==> config.mk <==
export PLATFORM = sky130hd
export DESIGN_NAME = dmem_arbiter
export DESIGN_NICKNAME = d
export VERILOG_FILES = /design/src/rtl/dmem_arb_pkg.sv /design/src/rtl/rr_pick2.sv /design/src/rtl/dmem_arbiter.sv
export SDC_FILE = /design/constraint.sdc
export NUM_CORES = 1
export LEC_CHECK = 0
export CAP_MARGIN = 30
export CELL_PAD_IN_SITES_DETAIL_PLACEMENT = 0
export CELL_PAD_IN_SITES_GLOBAL_PLACEMENT = 2
export CORE_MARGIN = 1.5
export CORE_UTILIZATION = 11
export CTS_BUF_LIST = sky130_fd_sc_hd__clkbuf_4
export CTS_CLUSTER_DIAMETER = 100
export DETAILED_ROUTE_END_ITERATION = 10
export PLACE_DENSITY = 0.91
export REMOVE_ABC_BUFFERS = 1
export SYNTH_ARGS = -nofsm -noshare
export SYNTH_HDL_FRONTEND = slang
export SYNTH_HIERARCHICAL = 1
export SYNTH_SLANG_ARGS = --single-unit
==> constraint.sdc <==
create_clock -name clock -period 5.2 [get_ports clock]
set_input_delay 1.04 -clock clock [delete_from_list [all_inputs] [get_ports clock]]
set_output_delay 1.04 -clock clock [all_outputs]
set_load 0.01 [all_outputs]
==> src/rtl/dmem_arb_pkg.sv <==
// Shared types and constants for the two-requester data-memory arbiter.
package dmem_arb_pkg;

    localparam int DMEM_AW = 12;
    localparam int DMEM_DW = 32;

    // Requester IDs double as bit positions in the request/grant vectors
    localparam logic REQ_CPU = 1'b0;
    localparam logic REQ_AUX = 1'b1;

    typedef enum logic [1:0] {
        FREE       = 2'd0,
        LOCKED_CPU = 2'd1,
        LOCKED_AUX = 2'd2
    } arb_state_e;

endpackage

==> src/rtl/rr_pick2.sv <==
// Two-way round-robin pick: on a tie, the requester not granted most recently wins.
module rr_pick2
    import dmem_arb_pkg::*;
(
    input  logic [1:0] req,
    input  logic       last,
    output logic [1:0] gnt
);

    always_comb begin
        gnt = 2'b00;
        if (req[REQ_CPU] && (!req[REQ_AUX] || (last == REQ_AUX))) begin
            gnt[REQ_CPU] = 1'b1;
        end else if (req[REQ_AUX]) begin
            gnt[REQ_AUX] = 1'b1;
        end
    end

endmodule

==> src/rtl/dmem_arbiter.sv <==
// Arbitrates a single-port dmem between the CPU and an auxiliary port, with
// bus locking and a fixed one-cycle read return tagged to the granted requester.
//
//   state      | meaning
//   -----------+---------------------------------------------------------
//   FREE       | no lock held; round-robin between requesters
//   LOCKED_CPU | CPU holds the bus; only CPU requests are granted
//   LOCKED_AUX | AUX holds the bus; only AUX requests are granted
module dmem_arbiter
    import dmem_arb_pkg::*;
#(
    parameter int AW = DMEM_AW,
    parameter int DW = DMEM_DW
) (
    input  logic          clock,
    input  logic          reset,

    input  logic          cpu_req,
    input  logic          cpu_we,
    input  logic          cpu_lock,
    input  logic [AW-1:0] cpu_addr,
    input  logic [DW-1:0] cpu_wdata,
    output logic          cpu_gnt,
    output logic          cpu_rvalid,
    output logic [DW-1:0] cpu_rdata,

    input  logic          aux_req,
    input  logic          aux_we,
    input  logic          aux_lock,
    input  logic [AW-1:0] aux_addr,
    input  logic [DW-1:0] aux_wdata,
    output logic          aux_gnt,
    output logic          aux_rvalid,
    output logic [DW-1:0] aux_rdata,

    output logic [AW-1:0] mem_address,
    output logic [DW-1:0] mem_data,
    output logic          mem_wren,
    input  logic [DW-1:0] mem_q
);

    arb_state_e state_q, state_d;
    logic       last_q;
    logic       cpu_pend_q, aux_pend_q;
    logic [1:0] pick;

    rr_pick2 u_pick (
        .req  ({aux_req, cpu_req}),
        .last (last_q),
        .gnt  (pick)
    );

    // Grants are gated by reset so nothing reaches the memory while in reset
    always_comb begin
        cpu_gnt = 1'b0;
        aux_gnt = 1'b0;
        state_d = state_q;
        if (!reset) begin
            case (state_q)
                FREE: begin
                    cpu_gnt = pick[REQ_CPU];
                    aux_gnt = pick[REQ_AUX];
                    if (cpu_gnt && cpu_lock) begin
                        state_d = LOCKED_CPU;
                    end else if (aux_gnt && aux_lock) begin
                        state_d = LOCKED_AUX;
                    end
                end
                LOCKED_CPU: begin
                    cpu_gnt = cpu_req;
                    if (!cpu_lock && (cpu_gnt || !cpu_req)) begin
                        state_d = FREE;
                    end
                end
                LOCKED_AUX: begin
                    aux_gnt = aux_req;
                    if (!aux_lock && (aux_gnt || !aux_req)) begin
                        state_d = FREE;
                    end
                end
                default: state_d = FREE;
            endcase
        end
    end

    always_comb begin
        mem_wren    = 1'b0;
        mem_address = '0;
        mem_data    = '0;
        if (cpu_gnt) begin
            mem_wren    = cpu_we;
            mem_address = cpu_addr;
            mem_data    = cpu_wdata;
        end else if (aux_gnt) begin
            mem_wren    = aux_we;
            mem_address = aux_addr;
            mem_data    = aux_wdata;
        end
    end

    always_ff @(posedge clock or posedge reset) begin
        if (reset) begin
            state_q    <= FREE;
            last_q     <= REQ_AUX;
            cpu_pend_q <= 1'b0;
            aux_pend_q <= 1'b0;
        end else begin
            state_q    <= state_d;
            if (cpu_gnt) begin
                last_q <= REQ_CPU;
            end else if (aux_gnt) begin
                last_q <= REQ_AUX;
            end
            cpu_pend_q <= cpu_gnt && !cpu_we;
            aux_pend_q <= aux_gnt && !aux_we;
        end
    end

    // mem_q belongs to whichever requester had a read granted last cycle
    assign cpu_rvalid = cpu_pend_q;
    assign aux_rvalid = aux_pend_q;
    assign cpu_rdata  = cpu_pend_q ? mem_q : '0;
    assign aux_rdata  = aux_pend_q ? mem_q : '0;

endmodule

==> results.txt, run 1 <==
Setup slack, reg-to-reg - 3.08 ns
WP data required - 4.16 ns
Area Growth Syn to Fin - 156%
Slew headroom - 37.0%
Leakage power - 1.42 nW
Switching Fraction - 41.0%
Die width - 125 um
Max stage delay on crit path - 0.56 ns
Clk pwr share - 7.9%
PortBufs - 240
Worst Skew - 0.000293 ns
Buf/Inv on CP - 3
Vert. Die Dim - 125 um
Power per Cell Area - 161 nW/um^2
Commonest non-fill, non-tap cell in the layout - clkdlybuf4s50_1
Status - finished clean
Resize count post-CTS - 0
Clock transition at path regs - 0.05 ns
Yosys reg bits - 5
Most used cell, CP - clkdlybuf4s50_1
Netlist cell types - 24
Worst VDD drop - 0.0792 mV
Largest family of logic cells by synthesized area - simple AND/OR/NAND/NOR gates
FP Rows - 44
Remaining global-route overflow - 0
Worst setup SP type - input pin
1st-pass router iterations - 4
R2r startpoint - state_q[1]$_DFFE_PP0P_
Setup Viol. Count Final - 0
Largest net degree at the start of global routing - 51
Cell family with the largest share of critical-path delay - buffers and inverters
Final period utilization - 87.6%
Total negative setup slack - 0 ns
Worst setup path class - in -> out
Placed inst area - 4150 um^2
DRC - 0
Initial Util - 11.3%
First-pass GRT wire length - 13300 um
Crit. End Element - primary output
Cell taking the most area after synthesis - and2_1
# fillers - 1552
Initial antenna violation count - 0
Post-Synth XOR/XNOR Area - 0%
Syn Std Cell Area - 1630 um^2
Sequential area share after synthesis - 7.76%
IO Pins - 241
Switching power - 0.276 mW
Final antenna-violating net count - 0
R2r worst-path depth - 4
Arrival @ worst endpoint - 3.51 ns
Synth area leaders - and2_1, nor4b_1, a31o_1
Antenna Cells - 0
DR WL/cell - 14.4 um
Root cell of the clock tree - clkbuf_4
Mux share of post-synthesis cell area - 1.23%
Via Count - 2569
Simple-gate share of the synthesized area - 52.1%
Slew @ Worst Pin - 0.945 ns
CTS Sinks - 5
H-tree levels - 1
Multi-input logic area - 1330 um^2
Worst hold path endpoint - last_q$_DFFE_PP1P_
CP max stage cell - clkdlybuf4s50_1
Hold_sp - last_q$_DFFE_PP1P_
Yosys top cell area share - 24.6%
Vias in the first global route - 2632
CTS tree - built
Layout cells sized above 1 - 4.22%
Critical-path cell list - clkdlybuf4s50_1 -> a21boi_0 -> mux2i_1 -> nor3_4 -> buf_4 -> a31o_1 -> clkdlybuf4s50_1
Max Root-Sink Buffers - 2
Drt total wl - 8790 um
Max Slew Vio Count - 0
Combinational share of power - 78.2%
DP HPWL - 6960 um
Crit path time final - 4.55 ns
Final instance area - 4180 um^2
HP Class - reg -> reg
Post-CTS Repair Setup Buffers - 0
DR iter-0 viols - 98
Via/cell ratio - 4.20
RD Place Congestion - 0.794
Total CTS buffers - 3
Syn Area/Cell - 7.76 um^2
Cell-internal power - 0.396 mW
Hold buffer count at cts - 0
Commonest non-fill, non-tap cells in the layout - clkdlybuf4s50_1, and2_1, nor4b_1, a31o_1
Die ar. - 15500 um^2
Total track usage - 10.4%
RSZ-0062 raised after global routing - false
Maxcap violations - 0
Synthesized instance count - 210
Clk_lat worst skew - 0.25 ns
Total core area - 14500 um^2
R2R Path End - last_q$_DFFE_PP1P_
Synth Area in Adders - 0%
Max Freq - 0.220 GHz
Register area - 128 um^2
Final Net Count - 556
Seq pwr share - 13.9%
Ys Warns - 6
Critical Path Fanout Max - 47
Post-synthesis compound-gate area fraction - 26.9%
Hold depth - 1
Hold Fails Final Rpt - 0
worst max path at each step:
| stage | from | to | slack [ns] | depth (start not counted) |
|---|---|---|---|---|
| final | cpu_req | mem_data[21] | 0.65 | 7 |
| after detailed placement | cpu_req | mem_data[21] | 0.65 | 7 |
| after CTS | cpu_req | mem_data[21] | 0.63 | 7 |
| after global routing | cpu_req | mem_data[21] | 0.50 | 7 |
| after global placement | aux_req | mem_data[21] | 0.71 | 7 |
| after floorplan | cpu_req | mem_address[11] | 0.04 | 4 |
stage by stage:
| step | worst slack, ns | instances | hold WS [ns] | utilization [%] | power, mW |
|---|---|---|---|---|---|
| after CTS | 0.635 | 611 | 0.558 | 28.8 | 0.683 |
| after global routing | 0.501 | 611 | 0.575 | 28.8 | 0.722 |
| after global placement | 0.710 | 607 | 0.538 | 28.6 | 0.621 |
| final | 0.645 | 611 | 0.559 | 28.8 | 0.672 |
| after floorplan | 0.0366 | 179 | 0.502 | - | 0.279 |
| after detailed placement | 0.652 | 607 | 0.551 | 28.6 | 0.625 |
area by class of cell:
type,count,share of cell area [%]
repair buffers,244,58.7
clock buffers,4,0.719
well taps,184,5.51
inverters,3,0.270
flip-flops and latches,5,3.06
multi-input cells,171,31.7
per-layer routing:
layer  global-route usage (%)  wire [um]
met4                     1.22         76
met2                     20.1       4370
met1                     10.9       3380
met3                     3.65        966
met5                        0          0
worst register-to-register path: stages, from the launching register on:
cell	delay, ns
dfrtp_2	0.97
mux2i_1	0.31
nor3_4	0.17
buf_4	0.44
o21a_1	0.18
cell usage after synthesis, drive strengths merged:
cell type and count:
or2 1, inv 3, dfrtp 4, and2 64, a31o 45, or3 1
buf 17, dfstp 1, nor4b 45, nor4 1, mux2i 2, nand2b 2
nor2 1, nor3 1, a31oi 1, a21oi 3, nand2 1, o21a 1
a21boi 2, clkbuf 14
logic make-up after synthesis:
logic type,Yosys count
AND/OR/NAND/NOR,117
AO/OA/AOI/OAI,52
buffers and inverters,34
flip-flops,5
multiplexers,2
sequential cells by signal, summed over array words and instances, names as in the netlist:
name        count
state_q         2
last_q          1
aux_rvalid      1
cpu_rvalid      1
power groups by stage:
stage	clock, mW	sequential [mW]	combinational (mW)
after floorplan	0	0.0772	0.202
after global placement	0	0.0934	0.527
after detailed placement	0	0.0954	0.530
after CTS	0.0553	0.0949	0.533
after global routing	0.0583	0.0997	0.564
final	0.0533	0.0934	0.526
Note: power is estimated with default switching activity, not from simulation.
==> inputs of run 2 (changes only) <==
Settings changed: CTS_CLUSTER_DIAMETER 100 to 60, SKIP_LAST_GASP set to 1.
==> results of run 2 <==
Final layout, timing and power as in run 1 (identical DEF).
==> inputs of run 3 (changes only) <==
Settings changed: ABC_CLOCK_PERIOD_IN_PS set to 4490, CORE_UTILIZATION 11 to 10, PLACE_DENSITY 0.91 to 0.84, SLEW_MARGIN set to 20.
Clock period 5.2 ns to 4.49 ns, I/O delays scaled along.
==> run 3 against run 2 <==
Effect of this change: wire length fell by 1.2%; non-clock buffer count increased by 7; clock-buffer cell count unchanged; largest cell class unchanged.
==> results.txt, run 3 (synthesis results as in run 1) <==
Status - finished clean
Initial antenna violation count - 0 (unchanged)
Multi-input logic area - 1330 um^2 (unchanged)
Area Growth Syn to Fin - 162%
Root cell of the clock tree - clkbuf_4
Arrival @ worst endpoint - 3.45 ns (-0.06 ns)
DP HPWL - 6870 um (-1.3%)
Most flop-heavy register - state_q
Worst Skew - 0.000318 ns (+0.0000241 ns)
Placed inst area - 4200 um^2 (+1.3%)
Remaining global-route overflow - 0 (unchanged)
Total CTS buffers - 3 (unchanged)
RD Place Congestion - 0.754 (-5.0%)
Antenna Cells - 0 (unchanged)
Setup Viol. Count Final - 0 (unchanged)
Hold Fails Final Rpt - 0 (unchanged)
Total track usage - 8.85% (-1.5 points)
Final instance area - 4270 um^2 (+2.2%)
Power per Cell Area - 185 nW/um^2 (+15%)
Final antenna-violating net count - 0 (unchanged)
1st-pass router iterations - 4 (unchanged)
RSZ-0062 raised after global routing - false
Via/cell ratio - 3.98 (-5.3%)
Worst setup SP type - input pin
Vert. Die Dim - 131 um (+4.8%)
Worst VDD drop - 0.0892 mV (+13%)
Maxcap violations - 0 (unchanged)
Register area - 128 um^2 (unchanged)
WP data required - 3.59 ns (-0.57 ns)
DR WL/cell - 13.4 um (-7.1%)
Via Count - 2589 (+0.78%)
Commonest non-fill, non-tap cell in the layout - clkdlybuf4s50_1
Max Freq - 0.230 GHz
Worst setup path class - in -> out
Drt total wl - 8680 um (-1.2%)
Leakage power - 1.45 nW (+2.2%)
Max reg flops - 2 (unchanged)
Layout cells sized above 1 - 5.76% (+1.5 points)
CTS tree - built
Clk_lat worst skew - 0.23 ns (-0.02 ns)
Final WS setup - 0.147 ns (-0.499 ns)
Initial Util - 10.3% (-1.0 points)
Final Net Count - 563 (+1.3%)
Max Slew Vio Count - 0 (unchanged)
Critical Path Fanout Max - 29 (-38%)
Vias in the first global route - 2433 (-7.6%)
Crit path time final - 4.34 ns
Max Root-Sink Buffers - 2 (unchanged)
Slew @ Worst Pin - 0.785 ns (-0.160 ns)
IO Pins - 241 (unchanged)
H-tree levels - 1 (unchanged)
Place WS - 0.0546 ns (-0.597 ns)
Total core area - 15900 um^2 (+9.7%)
CTS Sinks - 5 (unchanged)
DR iter-0 viols - 112 (+14%)
Clock transition at path regs - 0.04 ns (about the same)
Crit. End Element - primary output
Commonest non-fill, non-tap cells in the layout - clkdlybuf4s50_1, and2_1, nor4b_1, a31o_1, buf_4
Largest net degree at the start of global routing - 50 (-2.0%)
Final period utilization - 96.7%
FP Rows - 46 (+4.5%)
First-pass GRT wire length - 12100 um (-9.4%)
Slew headroom - 47.7% (+11 points)
Power, Total - 0.789 mW (+17%)
HP Class - reg -> reg
DRC - 0 (unchanged)
Die width - 131 um (+4.8%)
PortBufs - 240 (unchanged)
# fillers - 1703 (+9.7%)
Die ar. - 17100 um^2 (+9.8%)
run 3: worst max-delay path, cell delays in order:
cell and delay, ns:
clkdlybuf4s50_1 0.56, a21boi_1 0.35, mux2i_4 0.19, buf_4 0.18
buf_12 0.15, nor4b_1 0.41, a31o_1 0.16, clkdlybuf4s50_1 0.53
run 3: final cells by class:
type / instances / share of cell area (%)
multi-input combinational: 171 / 31.0
sequential: 5 / 2.99
timing repair buffer: 251 / 58.7
tap: 216 / 6.33
clock buffer: 4 / 0.703
inverter: 3 / 0.264
run 3: worst paths after layout:
check                           cells after the start               start  slack (ns)                    to
min in group asynchronous                           2               reset        0.81  cpu_rvalid$_DFF_PP0_
max in group asynchronous                           2               reset        3.41    last_q$_DFFE_PP1P_
worst max-delay path                                8             cpu_req        0.15          mem_data[22]
worst max register to register                      5  last_q$_DFFE_PP1P_        2.86    last_q$_DFFE_PP1P_
worst min register to register                      1  last_q$_DFFE_PP1P_        0.55    last_q$_DFFE_PP1P_
worst min-delay path                                1  last_q$_DFFE_PP1P_        0.55    last_q$_DFFE_PP1P_
run 3: layer usage:
metal / up-vias / wire [um] / GRT usage, %
li1: 1244 / - / -
met1: 1171 / 3430 / 9.88
met2: 172 / 4300 / 17.6
met3: 2 / 938 / 1.71
met4: 0 / 18 / 1.16
met5: - / 0 / 0
run 3: power breakdown:
part | internal [mW] | switching (mW)
Sequential | 0.0588 | 0.0204
Combinational | 0.375 | 0.279
Clock | 0.0395 | 0.0165
run 3: metrics by stage:
step	instances	TNS, ns	hold slack [ns]	util [%]
5_1_grt	650	0	0.560	26.9
4_1_cts	645	0	0.549	26.6
3_3_place_gp	641	0	0.539	26.4
2_1_floorplan	179	-16.73	0.502	-
6_report	650	0	0.547	26.9
3_5_place_dp	641	0	0.543	26.4
run 3: timing repair:
| action | in CTS | in global routing |
|---|---|---|
| hold buffers | 0 | 0 |
| setup buffers | 0 | 5 |
| gates resized for setup | 0 | 0 |
| setup endpoints to repair | 0 | 44 |
| hold endpoints to repair | 0 | 0 |
